$ cat config.mk
export PLATFORM = sky130hd
export DESIGN_NAME = serv_rvfi_trace
export DESIGN_NICKNAME = d
export VERILOG_FILES = /design/src/rtl/serv_rvfi_trace.sv
export SDC_FILE = /design/constraint.sdc
export NUM_CORES = 1
export LEC_CHECK = 0
export CAP_MARGIN = 20
export CORE_MARGIN = 4
export CORE_UTILIZATION = 60
export CTS_CLUSTER_DIAMETER = 200
export DETAILED_ROUTE_END_ITERATION = 10
export GPL_TIMING_DRIVEN = 0
export PLACE_DENSITY = 0.85
export SKIP_LAST_GASP = 1
export SYNTH_ARGS = -nofsm -noshare
export SYNTH_HDL_FRONTEND = slang
export SYNTH_SLANG_ARGS = --single-unit
$ cat constraint.sdc
create_clock -name i_clk -period 9.81 [get_ports i_clk]
set_clock_uncertainty 0.15 [all_clocks]
set_input_delay 1.962 -clock i_clk [delete_from_list [all_inputs] [get_ports i_clk]]
set_output_delay 1.962 -clock i_clk [all_outputs]
set_load 0.02 [all_outputs]
$ cat src/rtl/serv_rvfi_trace.sv
// RVFI retirement tracer: queues one record per retirement and streams it out W bits per beat, LSB first.
// Define SERV_TRACE_WDATA_EN to append rd_wdata as a fourth record word.
module serv_rvfi_trace #(
  parameter int W     = 8,
  parameter int DEPTH = 4
) (
  input  logic         i_clk,
  input  logic         i_rst_n,
  input  logic         i_rvfi_valid,
  input  logic [63:0]  i_rvfi_order,
  input  logic [31:0]  i_rvfi_insn,
  input  logic         i_rvfi_trap,
  input  logic [4:0]   i_rvfi_rd_addr,
  input  logic [31:0]  i_rvfi_rd_wdata,
  input  logic [31:0]  i_rvfi_pc_rdata,
  output logic         o_tr_valid,
  output logic [W-1:0] o_tr_data,
  output logic         o_tr_last,
  input  logic         i_tr_ready,
  output logic         o_overflow,
  output logic [7:0]   o_drop_cnt,
  input  logic         i_clr
);
`ifdef SERV_TRACE_WDATA_EN
  localparam int WORDS = 4;
`else
  localparam int WORDS = 3;
`endif
  localparam int REC_W = WORDS * 32;
  localparam int BEATS = REC_W / W;
  localparam int BW    = $clog2(BEATS);
  localparam int PW    = $clog2(DEPTH);
  localparam int CW    = PW + 1;
  localparam logic [BW-1:0] LAST_BEAT = BW'(BEATS - 1);
  localparam logic [CW-1:0] FULL_CNT  = CW'(DEPTH);

  typedef enum logic {IDLE, SEND} state_t;

  state_t           state;
  logic [REC_W-1:0] mem [DEPTH];
  logic [REC_W-1:0] rec_in;
  logic [31:0]      w0;
  logic [PW-1:0]    wr_ptr, rd_ptr, rd_nxt;
  logic [CW-1:0]    count;
  logic [BW-1:0]    beat, beat_nxt;
  logic             full, push, drop, hs, pop;
  logic             unused_bits;

  assign w0 = {8'hA5, i_rvfi_trap, 2'b00, i_rvfi_rd_addr, i_rvfi_order[15:0]};
`ifdef SERV_TRACE_WDATA_EN
  assign rec_in      = {i_rvfi_rd_wdata, i_rvfi_insn, i_rvfi_pc_rdata, w0};
  assign unused_bits = ^i_rvfi_order[63:16];
`else
  assign rec_in      = {i_rvfi_insn, i_rvfi_pc_rdata, w0};
  assign unused_bits = ^{i_rvfi_order[63:16], i_rvfi_rd_wdata};
`endif

  // Full is judged on current occupancy, so a same-cycle pop never frees a slot for the push.
  assign full     = (count == FULL_CNT);
  assign push     = i_rvfi_valid & ~full;
  assign drop     = i_rvfi_valid & full;
  assign hs       = (state == SEND) & o_tr_valid & i_tr_ready;
  assign pop      = hs & (beat == LAST_BEAT);
  assign rd_nxt   = rd_ptr + PW'(1);
  assign beat_nxt = beat + BW'(1);

  always_ff @(posedge i_clk) begin
    if (push) mem[wr_ptr] <= rec_in;
  end

  always_ff @(posedge i_clk or negedge i_rst_n) begin
    if (!i_rst_n) begin
      wr_ptr <= '0;
      rd_ptr <= '0;
      count  <= '0;
    end else begin
      if (push) wr_ptr <= wr_ptr + PW'(1);
      if (pop)  rd_ptr <= rd_nxt;
      case ({push, pop})
        2'b10:   count <= count + CW'(1);
        2'b01:   count <= count - CW'(1);
        default: count <= count;
      endcase
    end
  end

  // The head record stays resident while it is being sent; beat indexes into it directly.
  always_ff @(posedge i_clk or negedge i_rst_n) begin
    if (!i_rst_n) begin
      state      <= IDLE;
      beat       <= '0;
      o_tr_valid <= 1'b0;
      o_tr_last  <= 1'b0;
      o_tr_data  <= '0;
    end else begin
      case (state)
        IDLE: begin
          if (count != '0) begin
            state      <= SEND;
            beat       <= '0;
            o_tr_valid <= 1'b1;
            o_tr_data  <= mem[rd_ptr][W-1:0];
            o_tr_last  <= (LAST_BEAT == '0);
          end
        end
        SEND: begin
          if (hs) begin
            if (beat == LAST_BEAT) begin
              if (count > CW'(1)) begin
                beat      <= '0;
                o_tr_data <= mem[rd_nxt][W-1:0];
                o_tr_last <= (LAST_BEAT == '0);
              end else begin
                state      <= IDLE;
                beat       <= '0;
                o_tr_valid <= 1'b0;
                o_tr_last  <= 1'b0;
              end
            end else begin
              beat      <= beat_nxt;
              o_tr_data <= mem[rd_ptr][int'(beat_nxt)*W +: W];
              o_tr_last <= (beat_nxt == LAST_BEAT);
            end
          end
        end
        default: state <= IDLE;
      endcase
    end
  end

  always_ff @(posedge i_clk or negedge i_rst_n) begin
    if (!i_rst_n) begin
      o_overflow <= 1'b0;
      o_drop_cnt <= '0;
    end else if (i_clr) begin
      o_overflow <= 1'b0;
      o_drop_cnt <= '0;
    end else if (drop) begin
      o_overflow <= 1'b1;
      if (o_drop_cnt != 8'hFF) o_drop_cnt <= o_drop_cnt + 8'd1;
    end
  end
endmodule

==> results of run 1 <==
-- cell type report --
type	instances	area, um^2
sequential	375	11100
fill	1409	6720
multi-input combinational	367	3800
timing repair buffer	112	1190
clock buffer	55	1050
tap	324	405
buffer	43	214
clock inverter	12	87.6
inverter	7	26.3
-- logic make-up after synthesis --
family          count (synthesis)  synth area share [%]
compound gates                 87                  3.85
xor+xnor                       15                 0.868
fa+ha+maj                      12                 0.992
buf+inv                        50                  1.59
flops                         375                  73.3
mux                           121                  15.3
simple gates                  132                  4.07
-- synthesized netlist by cell type (4+ instances only) --
library cell / count
a211oi_1: 5
o22ai_1: 6
nand4_1: 5
a22oi_1: 7
nor2b_1: 7
a31oi_1: 8
edfxtp_1: 344
dfrtp_1: 31
and2_1: 5
mux2i_1: 25
nand2_1: 46
xor2_1: 9
buf_2: 12
mux2_2: 9
and3_1: 4
ha_1: 12
buf_4: 8
xnor2_1: 6
mux4_2: 86
a21oi_1: 12
nand3_1: 24
o21ai_0: 21
inv_1: 6
nor2_1: 26
o211ai_1: 4
nand2b_1: 5
clkbuf_1: 19
-- report_power, final --
| group | switching (W) | internal (W) |
|---|---|---|
| Clock | 0.000570 | 0.000773 |
| Combinational | 0.00100 | 0.000666 |
| Sequential | 0.000105 | 0.00210 |
-- layer usage --
| metal | vias to the layer above | global-route usage [%] | part of all wire (%) |
|---|---|---|---|
| li1 | 3535 | - | - |
| met1 | 4243 | 34.8 | 38 |
| met2 | 513 | 40.2 | 49 |
| met3 | 90 | 5.50 | 9.6 |
| met4 | 6 | 7.97 | 3.1 |
| met5 | - | 0 | 0.099 |
-- worst reg2reg max path: cells and delay by family (launching register included) --
kind                       cells  cell delay, ns
adders and majority gates      1            0.24
DFF                            1            0.41
buffers and inverters          5            2.31
AOI/OAI and AO/OA              2            0.32
and+or+nand+nor                2            0.23
muxes                          1            0.42
-- flip-flops by register name (all words and copies together) (netlist names) --
signal / cells
rd_ptr: 2
o_overflow: 1
o_drop_cnt: 8
o_tr_valid: 1
mem: 344
o_tr_data: 8
o_tr_last: 1
state: 1
beat: 4
wr_ptr: 2
count: 3
-- per-stage QoR --
stage               utilization (%)  cell area, um^2  setup slack (ns)
floorplan                         -            15100              4.82
global placement               67.6            16600              2.77
detailed placement             68.0            16700              5.27
CTS                            72.7            17900              5.70
global route                   72.7            17900              5.51
finish                         72.7            17900              5.61
-- path summary, 6_finish.rpt --
kind / start / to / slack, ns / cells after the start
max: beat[0] / o_tr_data[7] / 5.61 / 11
min: o_overflow / o_overflow / 0.38 / 2
max reg2reg: beat[0] / o_tr_data[7] / 5.61 / 11
min reg2reg: o_overflow / o_overflow / 0.38 / 2
max in group asynchronous: i_rst_n / o_tr_data[4] / 7.68 / 1
min in group asynchronous: i_rst_n / count[2] / 1.36 / 1
==> impl_metrics.env, run 1 <==
export IMPL_fin_tns_setup_ns=0
export IMPL_rows=57
export IMPL_crit_buf_inv=5
export IMPL_ctsResizeCount=0
export IMPL_synth_area_per_cell_um2=19.1
export IMPL_worst_path_most_repeated_cell="clkbuf_1"
export IMPL_path_clk_slew_ns=0.06
export IMPL_hold_buffers=0
export IMPL_power_leakage_nw=5.84
export IMPL_ys_seq_elements=375
export IMPL_synthFlopType="edfxtp_1"
export IMPL_ys_types=58
export IMPL_grt_pass1_wl_um=53000
export IMPL_wl_um=34500
export IMPL_seq_area_frac_synth_pct=73.3
export IMPL_initial_utilization_pct=61.5
export IMPL_post_cts_buffers=0
export IMPL_totalPowerFinal_w=0.00522
export IMPL_path_class="reg2reg"
export IMPL_cts_buffer_depth=3
export IMPL_yosysTopAreaCell="edfxtp_1"
export IMPL_cp_required_ns=10.05
export IMPL_synth_enable_flop_cells=344
export IMPL_drt_initial_drc_count=1193
export IMPL_cts_tree="built"
export IMPL_cpMaxStageDelayCell="clkbuf_1"
export IMPL_dp_cells=1228
export IMPL_antenna_found_initial=3
export IMPL_portBuffers=108
export IMPL_wire_per_inst_um=26.6
export IMPL_cts_htree_levels=2
export IMPL_post_route_min_period_ns=4.20
export IMPL_tightest_slew_ns=0.905
export IMPL_synth_async_sr_flop_share_pct=8.27
export IMPL_syn_inst=792
export IMPL_end_kind="flop"
export IMPL_ant_nets=0
export IMPL_hold_viol=0
export IMPL_worst_hold_slack_ns=0.380
export IMPL_finalCritPeriodShare_pct=42.8
export IMPL_grt_setup_unrepaired="false"
export IMPL_syn_nets=975
export IMPL_layout_commonest_cell="edfxtp_1"
export IMPL_grt_start_max_net_pins=53
export IMPL_final_max_slew_viol_count=0
export IMPL_fp_dieArea_um2=27800
export IMPL_arrival_ns=4.44
export IMPL_synthTopCellsByArea="edfxtp_1, mux4_2, dfrtp_1, mux2i_1, nand2_1"
export IMPL_setup_viol=0
export IMPL_vias=8387
export IMPL_dieHeight_um=167
export IMPL_crit_fanout=10
export IMPL_crit_path_start_kind="flop"
export IMPL_mostFrequentLayoutCells="edfxtp_1, clkdlybuf4s50_1, mux4_2, nand2_1, clkbuf_16"
export IMPL_numCtsBuffers=37
export IMPL_area_growth_pct=18.1
export IMPL_critPathMaxStageDelay_ns=0.63
export IMPL_grt_pass1_vias=8747
export IMPL_gr_total_overflow=0
export IMPL_drc=0
export IMPL_io_pins=190
export IMPL_drtPass1Iterations=5
export IMPL_gp_congestion=0.873
export IMPL_worstSkewPairLatency_ns=0.52
export IMPL_cap_violations=0
export IMPL_status="finished, final reports clean"
export IMPL_power_density_nw_per_um2=292
export IMPL_grt_total_usage_pct=25.0
export IMPL_antenna_cells_inserted=0
export IMPL_netlist_area_um2=15100
export IMPL_critical_path_cell_chain="inv_1, clkbuf_1, ha_1, buf_2, buf_1, clkbuf_1, mux4_2, a31oi_1, nand2_1, nand3_1, o211ai_1"
export IMPL_yosysWarnings=0
export IMPL_relSlewSlack_pct=39.7
export IMPL_cts_root_buf="clkbuf_16"
export IMPL_cpLargestDelayFamily="buffers and inverters"
export IMPL_min_path_type="reg2reg"
export IMPL_viasPerCell=6.48
export IMPL_drive_above_1_share_pct=18.3
export IMPL_final_cell_count_no_fill=1295
export IMPL_die_w_um=167
export IMPL_coreArea_um2=24600
export IMPL_dp_hpwl_um=21200
export IMPL_finalNetCount=1126
export IMPL_yosys_area_top_type_share_pct=68.2
export IMPL_cts_sinks=375
export IMPL_clock_fmax_ghz=0.238
export IMPL_ir_worst_vdd_mv=0.217
No activity file was read; power rests on OpenSTA's default activity.
==> run 2: changes to the inputs <==
Settings changed: CORE_UTILIZATION 60 to 50, PLACE_DENSITY 0.85 to 0.76.
Clock period 9.81 ns to 3.85 ns, I/O delays scaled along.
==> run 2 against run 1 <==
Combinational power grew to 2.5 times the previous value. Non-clock buffer count stayed put. Sequential share of layout area is 0.76 points lower. Die area is 19% higher. Cell count is 5.4% higher. Clock power grew to 2.8 times the previous value. Fmax is 13% higher. Global-route usage is 5.4 points lower. Critical path type unchanged.
==> impl_metrics.env, run 2 (synthesis gave the netlist of run 1 again) <==
export IMPL_min_path_type="in2async"
export IMPL_grt_pass1_vias=8294
export IMPL_crit_path_start_kind="flop"
export IMPL_path_class="reg2reg"
export IMPL_path_clk_slew_ns=0.06
export IMPL_wl_um=32400
export IMPL_grt_total_usage_pct=19.5
export IMPL_dieHeight_um=182
export IMPL_cpMaxStageDelayCell="buf_1"
export IMPL_fp_dieArea_um2=33100
export IMPL_cp_required_ns=4.09
export IMPL_relSlewSlack_pct=37.6
export IMPL_ant_nets=0
export IMPL_worstSkewPairLatency_ns=0.53
export IMPL_die_w_um=182
export IMPL_mostFrequentLayoutCells="edfxtp_1, clkdlybuf4s50_1, mux4_2, nand2_1, clkbuf_16"
export IMPL_dp_hpwl_um=21100
export IMPL_drtPass1Iterations=5
export IMPL_reg_top3="mem: 344 flops, o_drop_cnt: 8 flops, o_tr_data: 8 flops"
export IMPL_cap_violations=0
export IMPL_cts_sinks=375
export IMPL_end_kind="flop"
export IMPL_cts_buffer_depth=3
export IMPL_finalCritPeriodShare_pct=96.1
export IMPL_grt_pass1_wl_um=49500
export IMPL_critPathMaxStageDelay_ns=0.74
export IMPL_ir_worst_vdd_mv=0.438
export IMPL_cts_htree_levels=2
export IMPL_io_pins=190
export IMPL_layout_commonest_cell="edfxtp_1"
export IMPL_p_int_w=0.00929
export IMPL_power_density_nw_per_um2=746
export IMPL_drive_above_1_share_pct=19.1
export IMPL_wire_per_inst_um=23.7
export IMPL_gp_congestion=0.899
export IMPL_combPwrFrac_pct=31.1
export IMPL_fillers=2119
export IMPL_reg2reg_slack_ns=0.15
export IMPL_r2r_end="o_tr_data[6]"
export IMPL_cts_tree="built"
export IMPL_tightest_slew_ns=0.935
export IMPL_pwr_share_clk_pct=27.5
export IMPL_clock_fmax_ghz=0.270
export IMPL_vias=8072
export IMPL_final_core_util_pct=60.9
export IMPL_final_cell_count_no_fill=1365
export IMPL_area_growth_pct=19.6
export IMPL_worst_r2r_cell_count=10
export IMPL_cts_root_buf="clkbuf_16"
export IMPL_gr_total_overflow=0
export IMPL_antenna_found_initial=0
export IMPL_multi_input_area_um2=3800
export IMPL_drc=0
export IMPL_arrival_ns=3.94
export IMPL_portBuffers=108
export IMPL_antenna_cells_inserted=0
export IMPL_reg2reg_from="beat[0]"
export IMPL_hold_buffers=0
export IMPL_crit_fanout=10
export IMPL_numCtsBuffers=39
export IMPL_worst_path_most_repeated_cell="o22ai_1"
export IMPL_drt_initial_drc_count=707
export IMPL_status="finished, final reports clean"
export IMPL_finalNetCount=1128
export IMPL_dp_cells=1294
export IMPL_grt_setup_unrepaired="false"
export IMPL_largest_reg_flops=344
export IMPL_critical_path_cell_chain="inv_1, clkbuf_2, ha_1, buf_2, buf_1, mux4_2, mux2i_1, o22ai_1, a311oi_1, o22ai_1"
export IMPL_initial_utilization_pct=50.9
export IMPL_setup_viol=0
export IMPL_largest_register="mem"
export IMPL_ctsResizeCount=1
export IMPL_rows=63
export IMPL_hold_viol=0
export IMPL_viasPerCell=5.91
export IMPL_post_cts_buffers=0
export IMPL_switching_power_w=0.00421
export IMPL_ff_latch_area_um2=11100
export IMPL_swShare_pct=31.2
export IMPL_worst_hold_slack_ns=0.168
export IMPL_power_leakage_nw=5.91
export IMPL_grt_start_max_net_pins=59
export IMPL_power_frac_seq_pct=41.5
export IMPL_final_max_slew_viol_count=0
export IMPL_coreArea_um2=29700
export IMPL_post_route_min_period_ns=3.70
==> run 2: cell count changes in the layout (fill, tap and decap cells not counted), moves of 2 or more <==
cell	before	now
clkinvlp_4	0	2
bufinv_16	1	4
clkbuf_2	0	2
clkbuf_1	32	30
clkbuf_16	38	40
==> run 2: worst max-delay path, delay by kind of cell (launching register included) <==
kind	cells	cell delay, ns
AO/OA/AOI/OAI	3	0.50
adder cells (fa/ha/maj)	1	0.36
buffers and inverters	4	1.45
flip-flops	1	0.40
multiplexers	2	0.71
==> run 2: how the worst max path moves through the flow <==
stage            startpoint           end  slack [ns]  depth (start not counted)
6_report            beat[0]  o_tr_data[6]        0.15                         10
5_1_grt             beat[0]  o_tr_data[7]        0.05                         11
4_1_cts             beat[0]  o_tr_data[7]        0.07                         11
3_5_place_dp        beat[0]  o_tr_data[7]       -0.18                         11
3_3_place_gp   i_rvfi_valid    mem[3][82]       -2.09                          3
2_1_floorplan  i_rvfi_valid     mem[0][0]        0.05                          2
==> run 2: metrics by stage <==
step	worst slack, ns	instance area [um^2]	setup TNS [ns]	total power, W
6_report	0.149	18100	0	0.0135
5_1_grt	0.0523	18100	0	0.0141
4_1_cts	0.0700	18100	0	0.0136
3_5_place_dp	-0.178	16800	-0.225	0.00986
3_3_place_gp	-2.09	16700	-706.44	0.00981
2_1_floorplan	0.0535	15100	0	0.00836
==> run 2: metal layers <==
metal	share of wire, %	up-vias	track usage, %
met1	41	4108	28.0
met5	0	-	0
met3	7.5	83	3.67
li1	-	3541	-
met2	48	340	30.4
met4	3.3	0	7.02
==> run 2: layout make-up <==
type | count | share of cell area (%)
inverter | 7 | 0.145
clock inverter | 16 | 1.06
buffer | 43 | 1.20
tap | 390 | 2.69
multi-input combinational | 367 | 21.0
timing repair buffer | 112 | 6.55
sequential | 375 | 61.3
clock buffer | 55 | 6.00
==> run 2: power groups by stage <==
| stage | registers, W | logic, W | clock network, W |
|---|---|---|---|
| floorplan | 0.00571 | 0.00265 | 0 |
| global placement | 0.00575 | 0.00405 | 0 |
| detailed placement | 0.00567 | 0.00419 | 0 |
| CTS | 0.00560 | 0.00420 | 0.00377 |
| global route | 0.00566 | 0.00450 | 0.00394 |
| finish | 0.00560 | 0.00420 | 0.00371 |
==> run 3: changes to the inputs <==
Settings changed: CTS_CLUSTER_SIZE set to 24.
==> run 3 against run 2 <==
Cell area is 4.1% lower. Sequential power is essentially flat. Via count fell by 2.1%. Die area unchanged. Critical path type unchanged.
==> impl_metrics.env, run 3 (synthesis gave the netlist of run 1 again) <==
export IMPL_status="finished, final reports clean"
export IMPL_crit_buf_inv=4
export IMPL_cts_tree="built"
export IMPL_worst_path_most_repeated_cell="o22ai_1"
export IMPL_finalNetCount=1108
export IMPL_grt_pass1_wl_um=48300
export IMPL_reg2reg_from="beat[0]"
export IMPL_mostFrequentLayoutCells="edfxtp_1, clkdlybuf4s50_1, mux4_2, nand2_1"
export IMPL_numCtsBuffers=19
export IMPL_cts_root_buf="clkbuf_16"
export IMPL_critPathMaxStageDelay_ns=0.74
export IMPL_reg2reg_slack_ns=0.17
export IMPL_path_class="reg2reg"
export IMPL_drive_above_1_share_pct=16.3
export IMPL_arrival_ns=3.93
export IMPL_portBuffers=108
export IMPL_r2r_end="o_tr_data[6]"
export IMPL_rows=63
export IMPL_cts_buffer_depth=3
export IMPL_dp_hpwl_um=21100
export IMPL_final_max_slew_viol_count=0
export IMPL_worst_r2r_cell_count=10
export IMPL_setup_slack_ns=0.166
export IMPL_cts_htree_levels=1
export IMPL_crit_fanout=10
export IMPL_viasPerCell=5.96
export IMPL_tightest_slew_ns=0.934
export IMPL_reg_top3="mem: 344 flops, o_drop_cnt: 8 flops, o_tr_data: 8 flops"
export IMPL_end_kind="flop"
export IMPL_area_growth_pct=14.7
export IMPL_fillers=2194
export IMPL_gp_congestion=0.899
export IMPL_final_area_um2=17400
export IMPL_initial_utilization_pct=50.9
export IMPL_critical_path_cell_chain="inv_1, clkbuf_2, ha_1, buf_2, buf_1, mux4_2, mux2i_1, o22ai_1, a311oi_1, o22ai_1"
export IMPL_die_w_um=182
export IMPL_ff_latch_area_um2=11100
export IMPL_worstSkewPairLatency_ns=0.51
export IMPL_power_density_nw_per_um2=685
export IMPL_crit_path_start_kind="flop"
export IMPL_cpMaxStageDelayCell="buf_1"
export IMPL_cts_sinks=375
export IMPL_grt_pass1_vias=8010
export IMPL_largest_reg_flops=344
export IMPL_dp_slack_ns=-0.178
export IMPL_io_pins=190
export IMPL_relSlewSlack_pct=37.8
export IMPL_dieHeight_um=182
export IMPL_setup_viol=0
export IMPL_antenna_cells_inserted=0
export IMPL_grt_setup_unrepaired="false"
export IMPL_antenna_found_initial=0
export IMPL_placed_area_um2=16800
export IMPL_path_clk_slew_ns=0.10
export IMPL_fp_dieArea_um2=33100
export IMPL_hold_viol=0
export IMPL_wire_per_inst_um=23.8
export IMPL_cp_required_ns=4.10
export IMPL_multi_input_area_um2=3800
export IMPL_post_route_min_period_ns=3.68
export IMPL_coreArea_um2=29700
export IMPL_finalCritPeriodShare_pct=95.7
export IMPL_drtPass1Iterations=7
export IMPL_largest_register="mem"
export IMPL_drc=0
export IMPL_ir_worst_vdd_mv=0.327
export IMPL_grt_total_usage_pct=19.0
export IMPL_startpoint="beat[0]"
export IMPL_hold_buffers=0
export IMPL_cpLargestDelayFamily="buffers and inverters"
export IMPL_cap_violations=0
export IMPL_wl_um=31600
export IMPL_min_path_type="in2async"
export IMPL_power_leakage_nw=5.55
export IMPL_vias=7905
export IMPL_drt_initial_drc_count=675
export IMPL_ant_nets=0
export IMPL_layout_commonest_cell="edfxtp_1"
export IMPL_gr_total_overflow=0
export IMPL_clock_fmax_ghz=0.271
export IMPL_grt_start_max_net_pins=59
## run 3: what timing repair did
| action | in CTS | in global routing |
|---|---|---|
| setup buffers | 0 | 0 |
| resized for setup | 1 | 1 |
| cloned | 0 | 0 |
| endpoints found under the hold margin | 0 | 0 |
| setup endpoints to repair | 2 | 2 |
## run 3: routing by layer
metal / GRT usage (%) / share of wire (%)
met1: 27.7 / 43
met5: 0 / 0
met4: 5.43 / 2.6
met2: 29.8 / 48
met3: 3.39 / 6.9
## run 3: layout make-up
| class | instances | area share [%] |
|---|---|---|
| Sequential cell | 375 | 64.0 |
| Multi-Input combinational cell | 367 | 21.9 |
| Timing Repair Buffer | 112 | 6.83 |
| Clock buffer | 32 | 3.02 |
| Tap cell | 390 | 2.81 |
| Buffer | 43 | 1.25 |
| Inverter | 7 | 0.151 |
| Clock inverter | 1 | 0.0649 |
## run 3: through the flow
step,hold slack [ns],total power (W),util [%],instances,TNS [ns]
floorplan,0.324,0.00836,-,792,0
global placement,0.336,0.00981,56.2,1290,-706.44
detailed placement,0.343,0.00986,56.6,1294,-0.225
CTS,0.187,0.0120,58.4,1327,0
global route,0.208,0.0125,58.4,1327,0
finish,0.165,0.0119,58.4,1327,0
## run 3: power by group
group | internal, W | total, W | switching (W)
registers | 0.00534 | 0.00558 | 0.000240
clock network | 0.000946 | 0.00213 | 0.00119
logic | 0.00170 | 0.00418 | 0.00248
total | 0.00798 | 0.0119 | 0.00391
## run 3: worst max path at each step
| stage | endpoint | slack (ns) | cells after the start |
|---|---|---|---|
| 2_1_floorplan | mem[0][0] | 0.05 | 2 |
| 3_3_place_gp | mem[3][82] | -2.09 | 3 |
| 3_5_place_dp | o_tr_data[7] | -0.18 | 11 |
| 4_1_cts | o_tr_data[7] | 0.08 | 11 |
| 5_1_grt | o_tr_data[6] | 0.02 | 10 |
| 6_report | o_tr_data[6] | 0.17 | 10 |
